<file path="src/rtl/memoria_resultados.sv">
// memoria_resultados
// Result write-back RAM with a sweep sequencer. A start pulse walks addr_o
// from 0 to LAST_ADDR, one address per cycle. The ALU result returned for
// each address is stored in the RAM, then done_o pulses for one cycle.
// The RAM also has a registered read port and a direct write port. The
// direct write port is locked out while a sweep owns the RAM.
module memoria_resultados #(
  parameter int DATA_W    = 32,
  parameter int ADDR_W    = 3,
  parameter int LAST_ADDR = 2
) (
  input  logic              clk_i,
  input  logic              rst_ni,
  input  logic              start_i,
  output logic [ADDR_W-1:0] addr_o,
  input  logic [DATA_W-1:0] resultado_i,
  output logic              busy_o,
  output logic              done_o,
  input  logic              wr_en_i,
  input  logic [ADDR_W-1:0] wr_addr_i,
  input  logic [DATA_W-1:0] wr_data_i,
  output logic              wr_err_o,
  input  logic [ADDR_W-1:0] rd_addr_i,
  output logic [DATA_W-1:0] rd_data_o
);

  localparam int DEPTH = 2 ** ADDR_W;

  // Last sweep address at port width. Keeping it at ADDR_W bits makes the
  // end-of-sweep compare width-exact, so addr_o never wraps.
  localparam logic [ADDR_W-1:0] LAST = ADDR_W'(LAST_ADDR);

  typedef enum logic [1:0] {
    IDLE  = 2'd0,
    SWEEP = 2'd1,
    FIN   = 2'd2
  } state_t;

  state_t            state_reg, state_next;
  logic [ADDR_W-1:0] addr_reg, addr_next;
  logic              wr_err_reg, wr_err_next;
  logic [DATA_W-1:0] rd_data_reg;

  // The RAM has one write port, shared by the sweep and the direct port.
  logic              mem_we;
  logic [ADDR_W-1:0] mem_waddr;
  logic [DATA_W-1:0] mem_wdata;

  // The storage array has no reset, so it maps onto block RAM.
  logic [DATA_W-1:0] mem [DEPTH];

  // State, operand address and error flag registers
  always_ff @(posedge clk_i or negedge rst_ni) begin
    if (!rst_ni) begin
      state_reg  <= IDLE;
      addr_reg   <= '0;
      wr_err_reg <= 1'b0;
    end else begin
      state_reg  <= state_next;
      addr_reg   <= addr_next;
      wr_err_reg <= wr_err_next;
    end
  end

  // Next-state logic, address stepping and the direct-write lockout flag
  always_comb begin
    state_next  = state_reg;
    addr_next   = addr_reg;
    wr_err_next = 1'b0;

    unique case (state_reg)
      IDLE: begin
        // start_i is only sampled here. A start seen in SWEEP or FIN is
        // dropped and is not remembered.
        if (start_i) begin
          addr_next  = '0;
          state_next = SWEEP;
        end
      end

      SWEEP: begin
        // The RAM belongs to the sweep, so a direct write is refused and
        // the refusal is flagged for one cycle.
        wr_err_next = wr_en_i;
        if (addr_reg == LAST) begin
          state_next = FIN;
        end else begin
          addr_next = addr_reg + 1'b1;
        end
      end

      FIN: begin
        state_next = IDLE;
      end

      default: begin
        state_next = IDLE;
      end
    endcase
  end

  // Write-port arbitration: during a sweep the RAM captures the ALU result;
  // otherwise it takes the direct write. If start and a direct write arrive
  // on the same IDLE edge, the direct write lands now. The sweep overwrites
  // that entry later if its address is in the sweep range.
  always_comb begin
    mem_we    = 1'b0;
    mem_waddr = wr_addr_i;
    mem_wdata = wr_data_i;
    if (state_reg == SWEEP) begin
      mem_we    = 1'b1;
      mem_waddr = addr_reg;
      mem_wdata = resultado_i;
    end else if (wr_en_i) begin
      mem_we = 1'b1;
    end
  end

  // RAM write port
  always_ff @(posedge clk_i) begin
    if (mem_we) begin
      mem[mem_waddr] <= mem_wdata;
    end
  end

  // Registered read port. A read and a write to the same address on the
  // same edge return the old word. Only this output register is cleared by
  // reset; the array contents are not.
  always_ff @(posedge clk_i or negedge rst_ni) begin
    if (!rst_ni) begin
      rd_data_reg <= '0;
    end else begin
      rd_data_reg <= mem[rd_addr_i];
    end
  end

  // Status outputs are decoded straight from the state register, so they
  // cannot glitch.
  assign busy_o    = (state_reg == SWEEP);
  assign done_o    = (state_reg == FIN);
  assign addr_o    = addr_reg;
  assign wr_err_o  = wr_err_reg;
  assign rd_data_o = rd_data_reg;

endmodule

</file>
<file path="config.mk">
export PLATFORM = sky130hd
export DESIGN_NAME = memoria_resultados
export DESIGN_NICKNAME = d
export VERILOG_FILES = /design/src/rtl/memoria_resultados.sv
export SDC_FILE = /design/constraint.sdc
export NUM_CORES = 1
export LEC_CHECK = 0
export ABC_AREA = 1
export CAP_MARGIN = 20
export CORE_ASPECT_RATIO = 2
export CORE_MARGIN = 2
export CORE_UTILIZATION = 55
export DETAILED_ROUTE_END_ITERATION = 8
export PLACE_DENSITY_LB_ADDON = 0.2
export SLEW_MARGIN = 20
export SYNTH_ARGS = -nofsm -noshare
export SYNTH_HDL_FRONTEND = slang
export SYNTH_SLANG_ARGS = --single-unit
</file>
<file path="constraint.sdc">
create_clock -name clk_i -period 3.76 [get_ports clk_i]
set_input_delay 0.752 -clock clk_i [delete_from_list [all_inputs] [get_ports clk_i]]
set_output_delay 0.752 -clock clk_i [all_outputs]
set_load 0.1 [all_outputs]
</file>
==> summary.txt <==
Finish
  • Layout area overhead: 17.2%
  • Largest register FFs: 256
  • FILL cells: 1,792
  • Diodes inserted: 0
  • Nets: 1,483
  • Layout cells sized above 1: 5.47%
  • Largest Register: mem

Placement
  • Global placement routability congestion: 0.810
  • Post-detail-place hpwl: 18,300 µm
  • IO Port Bufs: 111

Worst setup path
  • Levels on crit path: 4
  • Crit path top cell by count: buf_4
  • Delay of the slowest critical-path stage: 0.46 ns
  • Worst setup path start: state_reg[0]
  • RR Endpoint: mem[2][9]
  • Worst setup path endpoint: busy_o
  • Worst R2R Start: state_reg[1]
  • Critical-path cell list: inv_1, nor2_4, buf_4, buf_4
  • WP data required: 3.01 ns
  • CP Max Fanout: 20
  • Critical path buffers and inverters: 3
  • CP startpoint kind: flip-flop
  • Critical path class: reg -> out
  • CP max-delay cell: nor2_4
  • Cells on worst reg2reg path: 6
  • Arrival @ worst endpoint: 2.23 ns
  • Top Family by Delay on Critical Path: buffers and inverters
  • CP Capture Type: output port
  • R2r setup slk: 1.05 ns

Synthesis
  • Syn_nets: 1,382
  • Syn avg cell area: 9.79 µm²
  • Cell variety after synth: 19
  • Syn Inst Count: 1,306
  • Sequential element share of the synthesized area: 67.6%
  • Synth warn: 0
  • FF+latch count, synth: 294
  • Top-count cell post-synth: nand2_1
  • Asr flop ratio synth: 12.9%
  • Leading area contributor after synthesis: edfxtp_1
  • Area of the mapped netlist: 0.0128 mm²
  • Top post-synthesis cells by area: edfxtp_1 (60%), nand2_1 (16%), inv_1 (7.7%)
  • Number of enable flip-flop cells after synthesis: 256
  • Yosys top cell area share: 60.1%
  • Synth Flop Type: edfxtp_1
  • Post-synth top cells: nand2_1 (536), inv_1 (263), edfxtp_1 (256), nand3_1 (133), dfrtp_1 (38)

Power
  • Total power: 10.9 mW
  • Pwr dens: 730 mW/mm²
  • Pleak: 6.93 nW
  • Peak supply drop: 0.583 mV

Die
  • # rows: 79
  • Die width: 112 µm
  • Starting Density: 55.5%
  • Io pins: 112
  • Core area: 0.0230 mm²
  • Die area: 0.0246 mm²
  • Die height: 220 µm

Clocking
  • CTS tree: built
  • Number of gates resized after cts: 0
  • CTS Hold Buffers Added: 0
  • H-tree Lvls: 1
  • Sink Count: 294
  • TritonCTS Buffers: 25
  • Root Driver: clkbuf_16
  • Clock transition at path regs: 0.07 ns
  • Post-CTS setup buffer count: 0
  • Clk_lat worst skew: 0.54 ns
  • CTS max path bufs: 3

Global routing
  • GRT Util Overall: 23.5%
  • Number of global-route vias before repair: 8,533
  • First-pass GRT wire length: 44,500 µm
  • Initial antenna violation count: 0
  • Largest net degree at the start of global routing: 129
  • Grt total ovfl: 0

Timing
  • RSZ-0062 raised after global routing: false
  • Setup total negative slack: 0 ns
  • Final-report setup violation count: 0
  • Final hold violation count: 0
  • Clock skew: 0.0222 ns
  • Slew @ Worst Pin: 1.05 ns
  • Rel. slew slack: 29.9%
  • Achievable frequency: 0.335 GHz
  • Tcrit/Tclk final: 79.4%
  • Final max-slew violation count: 0
  • Minimum clock period: 2.99 ns

Drt
  • # DRC: 0
  • Wire length per cell: 16.7 µm
  • Via count: 8,650
  • Vias per std cell: 5.06
  • DR iter-0 viols: 708
  • Drt pass-1 iters: 5
  • Final wirelength: 28,500 µm
  • Post-route ant nets: 0

Hold path
  • Worst min path class: in -> async

Flow run
  • Max Cap Viol: 0

Outcome
  • Outcome: complete, no violations
==> final cells by class <==
class	count	area [µm²]	area share, %
Clock inverter	17	228	1.52
Timing Repair Buffer	129	1250	8.37
Clock buffer	29	651	4.34
Multi-Input combinational cell	691	2860	19.1
Tap cell	283	354	2.36
Sequential cell	294	8640	57.6
Inverter	266	1000	6.68
==> layer usage <==
metal | global-route usage, % | vias up | part of all wire, %
met1 | 29.3 | 4095 | 39
li1 | - | 4231 | -
met5 | 0 | - | 0
met2 | 43.3 | 284 | 53
met4 | 7.08 | 0 | 2.2
met3 | 2.34 | 40 | 5.5
==> worst min-delay path by stage <==
stage                     startpoint       endpoint  slack (ns)
after CTS                     rst_ni   rd_data_o[0]        0.43
after detailed placement  mem[0][18]  rd_data_o[18]        0.62
after floorplan               rst_ni      addr_o[0]        0.46
after global routing          rst_ni  rd_data_o[25]        0.27
final                         rst_ni  rd_data_o[28]        0.22
after global placement     mem[0][5]   rd_data_o[5]        0.61
==> where the power goes <==
group          total [mW]  switching (mW)  internal [mW]
logic                3.13            2.47          0.660
clock network        2.74            1.15           1.60
registers            5.06           0.205           4.86
==> through the flow <==
step,std cells,util [%],worst slack (ns),hold WS (ns),cell area (µm²)
CTS,1709,65.1,0.747,0.433,15000
floorplan,1306,-,0.665,0.456,12800
finish,1709,65.1,0.773,0.224,15000
detailed placement,1663,61.2,0.756,0.624,14100
global placement,1663,61.2,0.793,0.614,14100
global route,1709,65.1,0.682,0.268,15000
==> layout by cell type (no fill, tap or decap), types with 3 or more instances in the layout <==
| master | n |
|---|---|
| edfxtp_1 | 256 |
| clkdlybuf4s50_1 | 106 |
| nor2_4 | 9 |
| bufinv_16 | 5 |
| clkinv_2 | 3 |
| clkbuf_1 | 3 |
| clkbuf_16 | 25 |
| nand3_1 | 133 |
| buf_4 | 19 |
| clkinvlp_4 | 5 |
| nand2_1 | 536 |
| nor2_1 | 5 |
| dfrtp_1 | 38 |
| inv_1 | 263 |
==> cells by family (layout without fill, tap and decap cells) <==
family | after synthesis | count (layout) | synth area share, %
simple gates | 685 | 685 | 21.5
buf+inv | 321 | 441 | 10.5
flops | 294 | 294 | 67.6
compound gates | 3 | 3 | 0.147
fa+ha+maj | 2 | 2 | 0.196
xor+xnor | 1 | 1 | 0.0685
Power figures use the tool's default switching activity.
